## config.mk

```make
export PLATFORM = sky130hd
export DESIGN_NAME = csr_cfg_loader
export DESIGN_NICKNAME = d
export VERILOG_FILES = /design/src/rtl/csr_cfg_loader.sv
export SDC_FILE = /design/constraint.sdc
export NUM_CORES = 1
export LEC_CHECK = 0
export ABC_AREA = 1
export BUFFER_PORTS_ARGS = -buffer_cell sky130_fd_sc_hd__buf_2
export CAP_MARGIN = 0
export CELL_PAD_IN_SITES_DETAIL_PLACEMENT = 1
export CELL_PAD_IN_SITES_GLOBAL_PLACEMENT = 2
export CORE_AREA = 5 5 99 101
export DETAILED_ROUTE_END_ITERATION = 8
export DIE_AREA = 0 0 104 106
export PLACE_DENSITY_LB_ADDON = 0.25
export SKIP_LAST_GASP = 1
export SYNTH_ARGS = -nofsm -noshare
export SYNTH_HDL_FRONTEND = slang
export SYNTH_SLANG_ARGS = --single-unit
```

## constraint.sdc

```tcl
create_clock -name clk -period 5 [get_ports clk]
set_clock_uncertainty 0.2 [all_clocks]
set_input_delay 1 -clock clk [delete_from_list [all_inputs] [get_ports clk]]
set_output_delay 1 -clock clk [all_outputs]
set_load 0.03 [all_outputs]
```

## src/rtl/csr_cfg_loader.sv

```systemverilog
// rtl/csr_cfg_loader.sv - streams NUM_CSR config words from block RAM into csr registers
// Issues reads, tracks them through a RD_LATENCY-deep pipeline, and strobes each returning word.
module csr_cfg_loader #(
  parameter int DATA_WIDTH = 32,
  parameter int ADDR_WIDTH = 10,
  parameter int NUM_CSR    = 8,
  parameter int RD_LATENCY = 2
) (
  input  logic                  clk,
  input  logic                  rstn,
  input  logic                  start,
  input  logic                  abort,
  input  logic [ADDR_WIDTH-1:0] base_addr,
  output logic                  mem_en,
  output logic [ADDR_WIDTH-1:0] mem_addr,
  input  logic [DATA_WIDTH-1:0] mem_dout,
  output logic [NUM_CSR-1:0]    csr_set,
  output logic [DATA_WIDTH-1:0] csr_data,
  output logic                  busy,
  output logic                  done
);

  localparam int IDX_W = (NUM_CSR > 1) ? $clog2(NUM_CSR) : 1;
  localparam logic [IDX_W-1:0]   LAST_IDX = IDX_W'(NUM_CSR - 1);
  localparam logic [NUM_CSR-1:0] ONE_HOT0 = NUM_CSR'(1);

  typedef enum logic [1:0] {ST_IDLE, ST_ISSUE, ST_DRAIN} state_t;

  state_t                r_state;
  logic                  r_mem_en;
  logic [ADDR_WIDTH-1:0] r_mem_addr;
  logic [IDX_W-1:0]      r_cnt;
  logic [NUM_CSR-1:0]    r_csr_set;
  logic [DATA_WIDTH-1:0] r_csr_data;
  logic                  r_busy;
  logic                  r_done;
  logic                  r_pipe_vld [RD_LATENCY];
  logic [IDX_W-1:0]      r_pipe_idx [RD_LATENCY];
  logic [NUM_CSR-1:0]    w_onehot;

  assign w_onehot = ONE_HOT0 << r_pipe_idx[RD_LATENCY-1];

  always_ff @(posedge clk or negedge rstn) begin
    if (!rstn) begin
      r_state    <= ST_IDLE;
      r_mem_en   <= 1'b0;
      r_mem_addr <= '0;
      r_cnt      <= '0;
      r_csr_set  <= '0;
      r_csr_data <= '0;
      r_busy     <= 1'b0;
      r_done     <= 1'b0;
      for (int i = 0; i < RD_LATENCY; i++) begin
        r_pipe_vld[i] <= 1'b0;
        r_pipe_idx[i] <= '0;
      end
    end else begin
      r_done <= 1'b0;

      // Stage 0 captures the read issued this cycle; the last stage lines up with mem_dout.
      for (int i = RD_LATENCY - 1; i > 0; i--) begin
        r_pipe_vld[i] <= r_pipe_vld[i-1];
        r_pipe_idx[i] <= r_pipe_idx[i-1];
      end
      r_pipe_vld[0] <= r_mem_en;
      r_pipe_idx[0] <= r_cnt;

      if (r_pipe_vld[RD_LATENCY-1]) begin
        r_csr_set  <= w_onehot;
        r_csr_data <= mem_dout;
      end else begin
        r_csr_set  <= '0;
      end

      case (r_state)
        ST_IDLE: begin
          if (start) begin
            r_state    <= ST_ISSUE;
            r_busy     <= 1'b1;
            r_mem_en   <= 1'b1;
            r_mem_addr <= base_addr;
            r_cnt      <= '0;
          end
        end
        ST_ISSUE: begin
          if (r_cnt == LAST_IDX) begin
            r_state  <= ST_DRAIN;
            r_mem_en <= 1'b0;
          end else begin
            r_cnt      <= r_cnt + IDX_W'(1);
            r_mem_addr <= r_mem_addr + ADDR_WIDTH'(1);
          end
        end
        ST_DRAIN: begin
          if (r_csr_set[NUM_CSR-1]) begin
            r_state <= ST_IDLE;
            r_busy  <= 1'b0;
            r_done  <= 1'b1;
          end
        end
        default: r_state <= ST_IDLE;
      endcase

      // Cancel drops in-flight reads; csrs already strobed keep their new values.
      if (abort && (r_state != ST_IDLE)) begin
        r_state   <= ST_IDLE;
        r_mem_en  <= 1'b0;
        r_busy    <= 1'b0;
        r_done    <= 1'b0;
        r_csr_set <= '0;
        for (int i = 0; i < RD_LATENCY; i++) r_pipe_vld[i] <= 1'b0;
      end
    end
  end

  assign mem_en   = r_mem_en;
  assign mem_addr = r_mem_addr;
  assign csr_set  = r_csr_set;
  assign csr_data = r_csr_data;
  assign busy     = r_busy;
  assign done     = r_done;

endmodule

```

==> results of run 1 <==
==> area by class of cell <==
type                       count  area, sq um  share of cell area (%)
clock buffer                  10          138                    3.89
clock inverter                 6         66.3                    1.87
inverter                      24         92.6                    2.62
multi-input combinational    158          945                    26.7
sequential                    66         1650                    46.7
tap                          111          139                    3.93
timing repair buffer         100          505                    14.3
==> sequential cells by signal (all words and copies together) (netlist names), 2 cells and up <==
name,count
csr_data,32
csr_set,8
mem_addr,10
r_pipe_vld,2
r_cnt,3
r_state,2
r_pipe_idx,6
==> synth_stat cells <==
cell,n,area (sq um)
sky130_fd_sc_hd__or2_2,1,6.26
sky130_fd_sc_hd__ha_1,3,37.5
sky130_fd_sc_hd__o21ai_1,1,5.00
sky130_fd_sc_hd__nand2_2,1,6.26
sky130_fd_sc_hd__buf_2,5,25.0
sky130_fd_sc_hd__buf_6,1,11.3
sky130_fd_sc_hd__inv_1,22,82.6
sky130_fd_sc_hd__o21a_1,1,7.51
sky130_fd_sc_hd__nand3_1,11,55.1
sky130_fd_sc_hd__nor2_1,36,135
sky130_fd_sc_hd__nor4_1,1,6.26
sky130_fd_sc_hd__inv_4,1,6.26
sky130_fd_sc_hd__xor2_1,1,8.76
sky130_fd_sc_hd__nand3b_1,1,7.51
sky130_fd_sc_hd__a31oi_1,1,6.26
sky130_fd_sc_hd__mux2_2,32,360
sky130_fd_sc_hd__inv_2,1,3.75
sky130_fd_sc_hd__a22o_1,1,8.76
sky130_fd_sc_hd__nand2_1,49,184
sky130_fd_sc_hd__nand2_4,2,22.5
sky130_fd_sc_hd__dfrtp_1,66,1650
sky130_fd_sc_hd__nand4_1,1,6.26
sky130_fd_sc_hd__a21oi_1,5,25.0
sky130_fd_sc_hd__nor2_4,1,11.3
sky130_fd_sc_hd__o21ai_0,9,45.0
==> power breakdown <==
group	total [mW]	leakage (nW)	switching (mW)	internal, mW
logic	1.25	0.929	0.815	0.431
clock network	0.443	0.0945	0.200	0.243
registers	0.932	0.808	0.160	0.772
==> metal layers <==
| metal | wire length [um] | part of all wire, % | global-route usage (%) | vias to the layer above |
|---|---|---|---|---|
| met5 | 0 | 0 | 0 | - |
| met4 | 110 | 1.7 | 5.27 | 0 |
| met3 | 403 | 6.3 | 3.34 | 8 |
| met2 | 2860 | 45 | 18.4 | 77 |
| met1 | 3030 | 47 | 17.1 | 1005 |
| li1 | - | - | - | 1026 |
==> per-stage QoR <==
stage          hold slack [ps]  total power, mW  utilization [%]  area, sq um  std cells
2_1_floorplan              131             1.85                -         2730        254
3_3_place_gp               134             2.19             37.3         3330        459
3_5_place_dp               138             2.22             37.3         3330        459
4_1_cts                    153             2.68             39.6         3540        475
5_1_grt                    170             2.84             39.6         3540        475
6_report                   150             2.62             39.6         3540        475
==> kinds of logic after synthesis <==
family / after synthesis / share of synthesized area (%)
flops: 66 / 60.6
fa+ha+maj: 3 / 1.38
buf+inv: 30 / 4.73
compound gates: 18 / 3.58
xor+xnor: 1 / 0.321
mux: 32 / 13.2
simple gates: 104 / 16.2
==> worst min path at each step <==
stage / to / from / slack, ps
floorplan: r_pipe_idx[0]$_DFF_PN0_ / r_pipe_idx[3]$_DFF_PN0_ / 130
global route: r_pipe_idx[2]$_DFF_PN0_ / r_pipe_idx[5]$_DFF_PN0_ / 170
CTS: r_pipe_idx[2]$_DFF_PN0_ / r_pipe_idx[5]$_DFF_PN0_ / 150
global placement: r_pipe_idx[0]$_DFF_PN0_ / r_pipe_idx[3]$_DFF_PN0_ / 130
detailed placement: r_pipe_idx[2]$_DFF_PN0_ / r_pipe_idx[5]$_DFF_PN0_ / 140
finish: r_pipe_idx[2]$_DFF_PN0_ / r_pipe_idx[5]$_DFF_PN0_ / 150
==> layout by cell type, fill, tap and decap left out, drive strengths merged, types with 2 or more instances in the layout <==
cell type	count
clkinvlp	3
ha	3
inv	24
nand2	52
a21oi	5
dfrtp	66
nor2	37
o21ai	10
clkbuf	10
mux2	32
nand3	11
buf	100
clkinv	2
==> run metrics, run 1 <==
status finished clean; transition time of the tightest slew-check pin 694 ps; clock root buffer master sky130_fd_sc_hd__clkbuf_8; count of vias placed by the detailed router 2116; Post-DRT Antenna Nets 0; H-tree depth 3; worst-path cell with the longest stage delay sky130_fd_sc_hd__dfrtp_1; cells traversed along the worst timing path buf_2; number of sinks handled by clock tree synthesis 66; drt wl/cell 13.5 um; cell area after synthesis 0.00273 sq mm; via count of the first global-routing pass 2265; area growth from synthesis to final layout 29.8%; leakage component of the power 1.83 nW; Post-Synthesis Mean Instance Area 10.7 sq um; core region area 0.00893 sq mm; number of cells on the worst reg-to-reg path 8; clock latency on the worst-skew pair 330 ps; number of pins exceeding their max-slew limit in the final report 0; weighted congestion reported at the end of routability-driven placement 0.703; warnings from Yosys 0; fraction of final layout cells sized beyond drive strength 1 42.6%; I/O pin cnt 99; peak ir drop on the vdd network 0.000320 V; DRT iter0 DRCs 39; arrival time of data at the critical path endpoint 1010 ps; number of post-CTS setup repair buffers 0; total clock buffers created by CTS 9; CP startpoint mem_addr[5]$_DFFE_PN0P_; pin count of the biggest net entering global routing 36; worst setup path endpoint mem_addr[5]; CTS clock-pin slew for the worst setup and hold paths 70 ps; FF-to-FF setup slack 3250 ps; DP HPWL 4.83 mm; kind of cell adding the most delay to the critical path flip-flops; areal power density over the cells 741 mW/mm^2; post-place setup slack 2740 ps; type of the setup path with the least slack flop to output port; first-pass GRT wire length 11.2 mm; setup repair after global routing missed its margin no; number of hold buffers added after cts 0; average vias per placed instance 4.45; register bit total from synthesis 66; fill cell instance count of the final layout 1076; Remaining Overflow, GRT 0; initial antenna violation count 0; slew margin rel. 53.7%; Syn Inst Count 254; Resized cells post-CTS 0; Net count, final 408; capture point of the worst reg-to-reg path mem_addr[5]$_DFFE_PN0P_; worst-path fanout max 6; element type at the critical path end output port; Seq/Total Area, Yosys 60.6%; summed negative setup slack over all endpoints 0 ps; Maximum Capacitance Violations 0; effective utilization at floorplan 30.5%; final cycle utilization of the critical path 44.1%; final routed DRC violation total 0; Stages on worst setup path 1; Final Worst Setup Slack 2790 ps; Hold Crit Class flop to flop; row cnt 35; Final Routed Wirelength 6.41 mm; WP data required 3800 ps; minimum clock period after layout 2210 ps; # port buffers 98; first-pass detailed-route iteration total 4; Die Y-Extent 106 um; Slowest Stage Delay on Critical Path 440 ps; global-route total usage across every layer 12.4%; width of the die 104 um; count of inserted antenna diode cells 0; number of stages on the worst hold path 0; number of buffer and inverter stages on the critical path 1; highest attainable clock frequency 0.453 GHz; Critical R2R Launch r_cnt[0]$_DFFE_PN0P_; type of element launching the critical path flop; area of the die 0.0110 sq mm; Cell variety after synth 25; endpoints failing hold 0; CTS Buffer Depth 2; setup-violating endpoint count in the final report 0; CTS tree yes; nets in the synthesized netlist 303
(Power assumes the default switching activity.)
==> run 2: changes to the inputs <==
CORE_AREA = 5 5 103 105   (was 5 5 99 101)
DIE_AREA = 0 0 108 110   (was 0 0 104 106)
clock period = 2.15 ns   (was 5 ns; I/O delays follow)
==> run 2 against run 1 <==
Sequential cell count did not move; clock power increased by 110%; hold slack got worse by 38 ps; register-to-register slack lost 2900 ps; via count up 1.1%; sequential share of layout area decreased by 0.76 points; first-iteration DRC count rose by 10%; critical path depth grew 7; wire length is 4.5% higher; highest routed layer unchanged; largest cell class unchanged; critical path type is now flop to flop.
==> run metrics, run 2 (synthesis gave the netlist of run 1 again) <==
max FFs per register 32; worst-case hold path end point csr_data[19]$_DFFE_PN0P_; WP data required 2180 ps; number of cells on the worst reg-to-reg path 8; element type at the critical path end flop; CTS tree yes; average vias per placed instance 4.27; number of stages on the worst hold path 2; Critical R2R Launch r_cnt[0]$_DFFE_PN0P_; area of the die 0.0119 sq mm; Slowest Stage Delay on Critical Path 420 ps; highest attainable clock frequency 0.568 GHz; design area 0.00360 sq mm; count of vias placed by the detailed router 2139; fill cell instance count of the final layout 1117; capture point of the worst reg-to-reg path mem_addr[5]$_DFFE_PN0P_; post-place setup slack 404 ps; commonest non-fill, non-tap cell in the layout sky130_fd_sc_hd__buf_2; number of sinks handled by clock tree synthesis 66; DP HPWL 5.18 mm; leakage component of the power 1.85 nW; H-tree depth 3; final cycle utilization of the critical path 81.8%; Remaining Overflow, GRT 0; number of buffer and inverter stages on the critical path 3; areal power density over the cells 1690 mW/mm^2; startpoint of the tightest hold check path mem_dout[19]; Maximum Capacitance Violations 0; minimum clock period after layout 1760 ps; core region area 0.00955 sq mm; kind of cell adding the most delay to the critical path flip-flops; weighted congestion reported at the end of routability-driven placement 0.717; Final Worst Setup Slack 390 ps; area after detailed placement 0.00341 sq mm; Final Routed Wirelength 6.70 mm; first-pass detailed-route iteration total 4; CTS clock-pin slew for the worst setup and hold paths 80 ps; setup repair after global routing missed its margin no; final instance count without filler cells 501; clock latency on the worst-skew pair 340 ps; final routed DRC violation total 0; summed negative setup slack over all endpoints 0 ps; most frequent cells in the layout 98 x sky130_fd_sc_hd__buf_2, 66 x sky130_fd_sc_hd__dfrtp_1, 49 x sky130_fd_sc_hd__nand2_1, 36 x sky130_fd_sc_hd__nor2_1, 32 x sky130_fd_sc_hd__mux2_2; type of the setup path with the least slack flop to flop; via count of the first global-routing pass 2253; peak ir drop on the vdd network 0.000538 V; DRT iter0 DRCs 43; area growth from synthesis to final layout 32.0%; width of the die 108 um; effective utilization at floorplan 28.5%; count of inserted antenna diode cells 0; initial antenna violation count 0; fraction of final layout cells sized beyond drive strength 1 42.9%; total power consumption of the routed design 6.06 mW; FF-to-FF setup slack 390 ps; row cnt 36; Resized cells post-CTS 0; clock root buffer master sky130_fd_sc_hd__clkbuf_8; worst-path cell with the longest stage delay sky130_fd_sc_hd__dfrtp_1; Die Y-Extent 110 um; number of pins exceeding their max-slew limit in the final report 0; pin count of the biggest net entering global routing 27; slew margin rel. 64.4%; # port buffers 98; cells traversed along the worst timing path ha_1 > ha_1 > inv_1 > nand2_4 > nand2_4 > inv_4 > o21ai_0 > inv_1; endpoints failing hold 0; transition time of the tightest slew-check pin 534 ps; type of element launching the critical path flop; number of post-CTS setup repair buffers 0; worst-path fanout max 16; I/O pin cnt 99; CTS Buffer Depth 2; drt wl/cell 13.4 um; Hold Crit Class primary input to flop; first-pass GRT wire length 11.1 mm; Post-DRT Antenna Nets 0; global-route total usage across every layer 12.0%; setup-violating endpoint count in the final report 0; status finished clean; total clock buffers created by CTS 9; count of placed standard cells including taps 484; Net count, final 412; arrival time of data at the critical path endpoint 1790 ps
[run 2: where the power goes]
group / switching [mW] / total [mW] / leakage, nW / internal [mW]
clock network: 0.514 / 0.937 / 0.0818 / 0.423
logic: 1.94 / 2.98 / 0.957 / 1.04
registers: 0.351 / 2.15 / 0.808 / 1.79
[run 2: how the worst max path moves through the flow]
stage                         startpoint                       to  slack [ps]  cells after the start
floorplan           r_cnt[0]$_DFFE_PN0P_     r_cnt[1]$_DFFE_PN0P_         490                      8
global placement    r_cnt[0]$_DFFE_PN0P_  mem_addr[5]$_DFFE_PN0P_         450                      8
finish              r_cnt[0]$_DFFE_PN0P_  mem_addr[5]$_DFFE_PN0P_         390                      8
global route        r_cnt[0]$_DFFE_PN0P_  mem_addr[4]$_DFFE_PN0P_         290                      9
CTS                 r_cnt[0]$_DFFE_PN0P_  mem_addr[5]$_DFFE_PN0P_         370                      8
detailed placement  r_cnt[0]$_DFFE_PN0P_  mem_addr[5]$_DFFE_PN0P_         400                      8
[run 2: final cells by class]
| class | count | area [sq um] | share of cell area, % |
|---|---|---|---|
| Clock buffer | 9 | 124 | 3.44 |
| Sequential cell | 66 | 1650 | 45.9 |
| Tap cell | 133 | 166 | 4.63 |
| Clock inverter | 7 | 53.8 | 1.50 |
| Multi-Input combinational cell | 158 | 945 | 26.3 |
| Inverter | 24 | 92.6 | 2.57 |
| Timing Repair Buffer | 104 | 563 | 15.7 |
[run 2: stage by stage]
stage | hold WS [ps] | utilization, %
floorplan | -65.6 | -
global placement | 136 | 35.7
detailed placement | 140 | 35.7
CTS | 93.0 | 37.7
global route | 91.0 | 37.7
finish | 112 | 37.7
[run 2: metal layers]
metal  vias up  track usage [%]  routed length, um
met5         -                0                  0
li1       1034                -                  -
met3        10             3.49                476
met2        70             19.0               3080
met1      1025             15.7               3050
met4         0             4.06                 87
[run 2: repair_timing]
action                                 in CTS  in global routing
hold buffers                                1                  0
setup endpoints to repair                   0                  0
endpoints found under the hold margin      19                  0
